==> src/rtl/mult_arbiter_pkg.sv <==
// Shared helpers for the multiplier arbiter: id-width sizing and defaults.
package mult_arbiter_pkg;

  localparam int DEF_D_W   = 8;
  localparam int DEF_N_REQ = 4;
  localparam int DEF_LAT   = 3;

  // Bits needed to name one of n requesters; never less than one bit.
  function automatic int id_width(input int n);
    return (n <= 2) ? 1 : $clog2(n);
  endfunction

endpackage

==> src/rtl/mult_arbiter_rr.sv <==
// Round-robin search: first asserted request at or after ptr, wrapping.
module rr_arbiter
  import mult_arbiter_pkg::*;
#(
  parameter int N_REQ = DEF_N_REQ,
  parameter int ID_W  = id_width(N_REQ)
) (
  input  logic [N_REQ-1:0] req,
  input  logic [ID_W-1:0]  ptr,
  output logic [N_REQ-1:0] grant,
  output logic [ID_W-1:0]  grant_id,
  output logic             grant_vld
);

  int idx;

  // Walk offsets from farthest to nearest so the nearest hit is written last and wins.
  always_comb begin
    grant     = '0;
    grant_id  = '0;
    grant_vld = 1'b0;
    idx       = 0;
    for (int k = N_REQ - 1; k >= 0; k--) begin
      idx = int'(ptr) + k;
      if (idx >= N_REQ) idx = idx - N_REQ;
      if (req[idx[ID_W-1:0]]) begin
        grant_id  = idx[ID_W-1:0];
        grant_vld = 1'b1;
      end
    end
    if (grant_vld) grant[grant_id] = 1'b1;
  end

endmodule

==> src/rtl/mult_arbiter.sv <==
// Shares one pipelined multiplier among N_REQ requesters; a tag pipeline that
// tracks the multiplier latency routes each product back to its originator.
module mult_arbiter
  import mult_arbiter_pkg::*;
#(
  parameter int D_W    = DEF_D_W,
  parameter int N_REQ  = DEF_N_REQ,
  parameter int LAT    = DEF_LAT,
  parameter int SIGNED = 0
) (
  input  logic                     clk,
  input  logic                     rst,
  input  logic                     en,
  input  logic [N_REQ-1:0]         req_valid,
  input  logic [N_REQ*D_W-1:0]     req_a,
  input  logic [N_REQ*D_W-1:0]     req_b,
  output logic [N_REQ-1:0]         req_ready,
  output logic [D_W-1:0]           mult_a,
  output logic [D_W-1:0]           mult_b,
  input  logic [2*D_W-1:0]         mult_out,
  output logic [N_REQ-1:0]         resp_valid,
  output logic [2*D_W-1:0]         resp_data,
  output logic [$clog2(LAT+1)-1:0] inflight,
  output logic                     busy
);

  localparam int ID_W  = id_width(N_REQ);
  localparam int CNT_W = $clog2(LAT+1);

  // SIGNED only selects the external multiplier mode; operands here are opaque bits.
  typedef struct packed {
    logic            vld;
    logic [ID_W-1:0] id;
  } tag_t;

  logic [ID_W-1:0]  ptr_reg;
  logic [CNT_W-1:0] inflight_reg;
  tag_t             tag_reg [LAT];
  tag_t             last_tag;

  logic [N_REQ-1:0] req_masked;
  logic [ID_W-1:0]  grant_id;
  logic             transfer;

  // Nothing is offered for arbitration while disabled or held in reset.
  assign req_masked = req_valid & {N_REQ{en & rst}};

  rr_arbiter #(
    .N_REQ (N_REQ),
    .ID_W  (ID_W)
  ) u_rr (
    .req       (req_masked),
    .ptr       (ptr_reg),
    .grant     (req_ready),
    .grant_id  (grant_id),
    .grant_vld (transfer)
  );

  // Steer the granted operand pair to the multiplier; idle cycles present zeros.
  always_comb begin
    mult_a = '0;
    mult_b = '0;
    if (transfer) begin
      mult_a = req_a[grant_id*D_W +: D_W];
      mult_b = req_b[grant_id*D_W +: D_W];
    end
  end

  // Pointer moves just past the requester that was served.
  always_ff @(posedge clk or negedge rst) begin
    if (!rst)
      ptr_reg <= '0;
    else if (transfer)
      ptr_reg <= (grant_id == ID_W'(N_REQ - 1)) ? '0 : grant_id + 1'b1;
  end

  // Stage 0 captures who was granted this cycle (vld=0 marks a bubble).
  always_ff @(posedge clk or negedge rst) begin
    if (!rst) tag_reg[0] <= '0;
    else      tag_reg[0] <= '{vld: transfer, id: grant_id};
  end

  // Remaining stages delay the tag in lock-step with the multiplier pipeline.
  for (genvar gi = 1; gi < LAT; gi++) begin : g_tag
    always_ff @(posedge clk or negedge rst) begin
      if (!rst) tag_reg[gi] <= '0;
      else      tag_reg[gi] <= tag_reg[gi-1];
    end
  end

  assign last_tag = tag_reg[LAT-1];

  // The last stage lines up with the product currently on mult_out.
  for (genvar gi = 0; gi < N_REQ; gi++) begin : g_resp
    assign resp_valid[gi] = last_tag.vld && (last_tag.id == ID_W'(gi));
  end
  assign resp_data = last_tag.vld ? mult_out : '0;

  // Outstanding-op count: issue adds one, retire removes one, both cancel.
  always_ff @(posedge clk or negedge rst) begin
    if (!rst)
      inflight_reg <= '0;
    else if (transfer && !last_tag.vld)
      inflight_reg <= inflight_reg + 1'b1;
    else if (!transfer && last_tag.vld)
      inflight_reg <= inflight_reg - 1'b1;
  end

  assign inflight = inflight_reg;
  assign busy     = (inflight_reg != '0);

endmodule

==> config.mk <==
export PLATFORM = sky130hd
export DESIGN_NAME = mult_arbiter
export DESIGN_NICKNAME = d
export VERILOG_FILES = /design/src/rtl/mult_arbiter_pkg.sv /design/src/rtl/mult_arbiter_rr.sv /design/src/rtl/mult_arbiter.sv
export SDC_FILE = /design/constraint.sdc
export NUM_CORES = 1
export LEC_CHECK = 0
export ABC_AREA = 0
export CORE_UTILIZATION = 27
export CTS_CLUSTER_DIAMETER = 150
export CTS_CLUSTER_SIZE = 12
export DETAILED_ROUTE_END_ITERATION = 16
export PLACE_DENSITY = 0.78
export SLEW_MARGIN = 25
export SYNTH_ARGS = -nofsm -noshare
export SYNTH_HDL_FRONTEND = slang
export SYNTH_HIERARCHICAL = 1
export SYNTH_SLANG_ARGS = --single-unit
==> constraint.sdc <==
create_clock -name clk -period 2 [get_ports clk]
set_input_delay 0.2 -clock clk [delete_from_list [all_inputs] [get_ports clk]]
set_output_delay 0.2 -clock clk [all_outputs]
set_load 0.005 [all_outputs]
==> flow_summary.json <==
{
  "outcome": "finished with violations",
  "violations": "hold timing, setup timing",
  "gp_congestion": 0.8074,
  "vias_per_cell": 4.804,
  "grt_max_degree": 19,
  "core_um2": 4692,
  "crit_path_top_delay_cell": "mux4_2",
  "synth_common_cells": "and2_1 (33), dfrtp_1 (13), mux4_2 (9)",
  "slowest_delay_ns": 0.48,
  "layout_setup_ws_ns": -0.4832,
  "grt.total_usage_pct": 17.74,
  "timing.hold.ws_ns": -0.03280,
  "die_area_um2": 5149,
  "max_freq_mhz": 402.7,
  "dpl.hpwl_um": 3446,
  "fin_util_pct": 64.64,
  "synth.net_count": 209,
  "cts_buffers": 3,
  "cts_buffer_depth": 2,
  "rsz0062_at_grt": "yes",
  "fp.dieH_um": 71.76,
  "diodes": 0,
  "critPathKind": "flip-flop to output pin",
  "crit_family": "multiplexers",
  "pin_count": 130,
  "syn-instance-count": 120,
  "vias": 1590,
  "syn2layout_area_growth_pct": 130.9,
  "nets": 367,
  "drive_above_1_share_pct": 35.02,
  "endpoint_kind": "output pin",
  "grt_pass1_vias": 1585,
  "dr.pass1.iters": 6,
  "avgSynthCellArea_um2": 10.95,
  "cp_cell_sequence": "mux2i_1 -> o22ai_2 -> a31oi_4 -> clkbuf_16 -> buf_6 -> mux4_2 -> and2_4 -> buf_6",
  "wl_met3_um": 469,
  "wl_met2_um": 2501,
  "wl_um": 4689,
  "pre_cts_ws_ns": -0.9832,
  "clk_pin_slew_worst_paths_ns": 0.05,
  "yosysSeqAreaShare_pct": 24.76,
  "die_w_um": 71.76,
  "synth-edff-count": 0,
  "yosys-top-cells-area": "dfrtp_1 (25%), and2_1 (16%), mux4_2 (15%)",
  "wl_met1_um": 1655,
  "setup_viol": 17,
  "largest_register_ffs": 6,
  "htree_levels": 1,
  "drv_slew": 0,
  "placement.io_buffers": 129,
  "cap_viol_max_count": 0,
  "cts_root_buffer": "clkbuf_8",
  "synth_cell_type_count": 33,
  "synth.cell_area_um2": 1314,
  "worst_clock_skew_ns": 0.003707,
  "yosysTopAreaCellShare_pct": 24.76,
  "relSlewSlack_pct": 83.16,
  "p_per_area_nw_per_um2": 480.3,
  "grt_overflow": 0,
  "drt_iter0_drc": 51,
  "power.leakage_uw": 0.001272,
  "timing.critical_path.mode_cell": "buf_6",
  "synth_top_area_cell": "dfrtp_1",
  "postRouteAntennaNets": 0,
  "peakVddDrop_uv": 294.8,
  "start_util_pct": 28.00,
  "wl_per_cell_um": 14.17,
  "post-route-drc-count": 0,
  "startpoint_type": "flip-flop",
  "yosys_most_used_dff": "dfrtp_1",
  "cts.hold.buffers_added": 0,
  "cp_max_fo": 5,
  "worst_slew_pin_slew_ns": 0.2526,
  "worstHoldPathType": "primary input to async pin",
  "num_rows": 25,
  "min_period_ns": 2.483,
  "top_layer_used": "met4",
  "hold_viol": 13,
  "r2r_slack_ns": -0.03,
  "clkLatencyLatePin_ns": 0.24,
  "finalCritPeriodShare_pct": 124.2,
  "yosysWarnings": 6,
  "grt_pass1_wl_um": 7189,
  "synth_most_common_cell": "and2_1",
  "required_ns": 1.80,
  "antenna_found_initial": 0,
  "worstPathArrival_ns": 2.28,
  "ys_seq_elements": 13,
  "cts_tree": "yes",
  "cts.sinks": 13,
  "path_buf_inv": 3,
  "ys_async_sr_fraction_pct": 100.0
}
[where the power goes]
part           internal [uW]  total (uW)  leakage (uW)  switching [uW]
Sequential               312         353      0.000161            41.8
Combinational            612         879       0.00109             267
Clock                    140         225     0.0000228            84.6
Total                   1060        1460       0.00127             393
[area by class of cell]
cell class                      count  area [um2]
Clock buffer                        4       45.04
Multi-Input combinational cell     92       953.4
Fill cell                         393        1659
Timing Repair Buffer              163        1623
Tap cell                           54       67.56
Inverter                            5       18.77
Sequential cell                    13       325.3
[final timing paths]
| path | end | start | cells past startpoint |
|---|---|---|---|
| setup / recovery | mult_a[6] | ptr_reg[1]$_DFFE_PN0P_ | 8 |
| hold / removal | last_tag[1]$_DFF_PN0_ | rst | 2 |
| setup reg to reg | ptr_reg[1]$_DFFE_PN0P_ | ptr_reg[1]$_DFFE_PN0P_ | 9 |
| hold reg to reg | tag_reg[5]$_DFF_PN0_ | tag_reg[8]$_DFF_PN0_ | 0 |
| max in group asynchronous | last_tag[0]$_DFF_PN0_ | rst | 2 |
| min in group clk | tag_reg[5]$_DFF_PN0_ | tag_reg[8]$_DFF_PN0_ | 0 |
[cell families after synthesis]
kind of cell | Yosys count | synth area share (%)
xor+xnor | 3 | 2.000
compound gates | 17 | 8.954
mux | 19 | 31.90
buf+inv | 15 | 7.904
simple gates | 51 | 22.57
fa+ha+maj | 2 | 1.904
flops | 13 | 24.76
[placed cells by master, fill, tap and decap left out, drive strengths merged]
master / count
clkdlybuf4s50: 103
o221a: 2
nand2: 2
or2: 1
a21oi: 4
mux2: 2
nor3b: 1
a21boi: 2
a31oi: 1
mux4: 16
xnor2: 1
nor3: 1
clkbuf: 10
nor2b: 1
ha: 2
xor2: 2
dlygate4sd2: 7
and3: 5
a22o: 1
dfrtp: 13
o22ai: 1
o2bb2a: 1
inv: 5
buf: 47
o2bb2ai: 1
o21ai: 4
nor2: 7
mux2i: 1
and2: 33
[timing repair]
item	CTS	global route
setup buffers	13	1
hold endpoints to repair	0	0
gates resized for setup	102	29
pin swaps	17	7
cloned	2	1
setup endpoints to repair	22	20
[through the flow]
step / instance area (um2) / hold WS [ns] / setup TNS [ns] / total power (uW) / cells
2_1_floorplan: 1314 / -0.09559 / -1.611 / 649.8 / 120
5_1_grt: 3033 / 0.006892 / -9.075 / 1554 / 331
4_1_cts: 2943 / 0.1476 / -7.764 / 1415 / 330
3_5_place_dp: 2754 / 0.3347 / -16.71 / 1107 / 311
3_3_place_gp: 2754 / 0.3317 / -15.82 / 1094 / 311
6_report: 3033 / -0.03280 / -6.923 / 1457 / 331
[layer usage]
layer	global-route usage [%]	vias up
met5	0	-
met3	4.923	6
met1	19.89	736
met4	6.100	0
met2	32.18	100
li1	-	748
No activity file was read; power rests on OpenSTA's default activity.
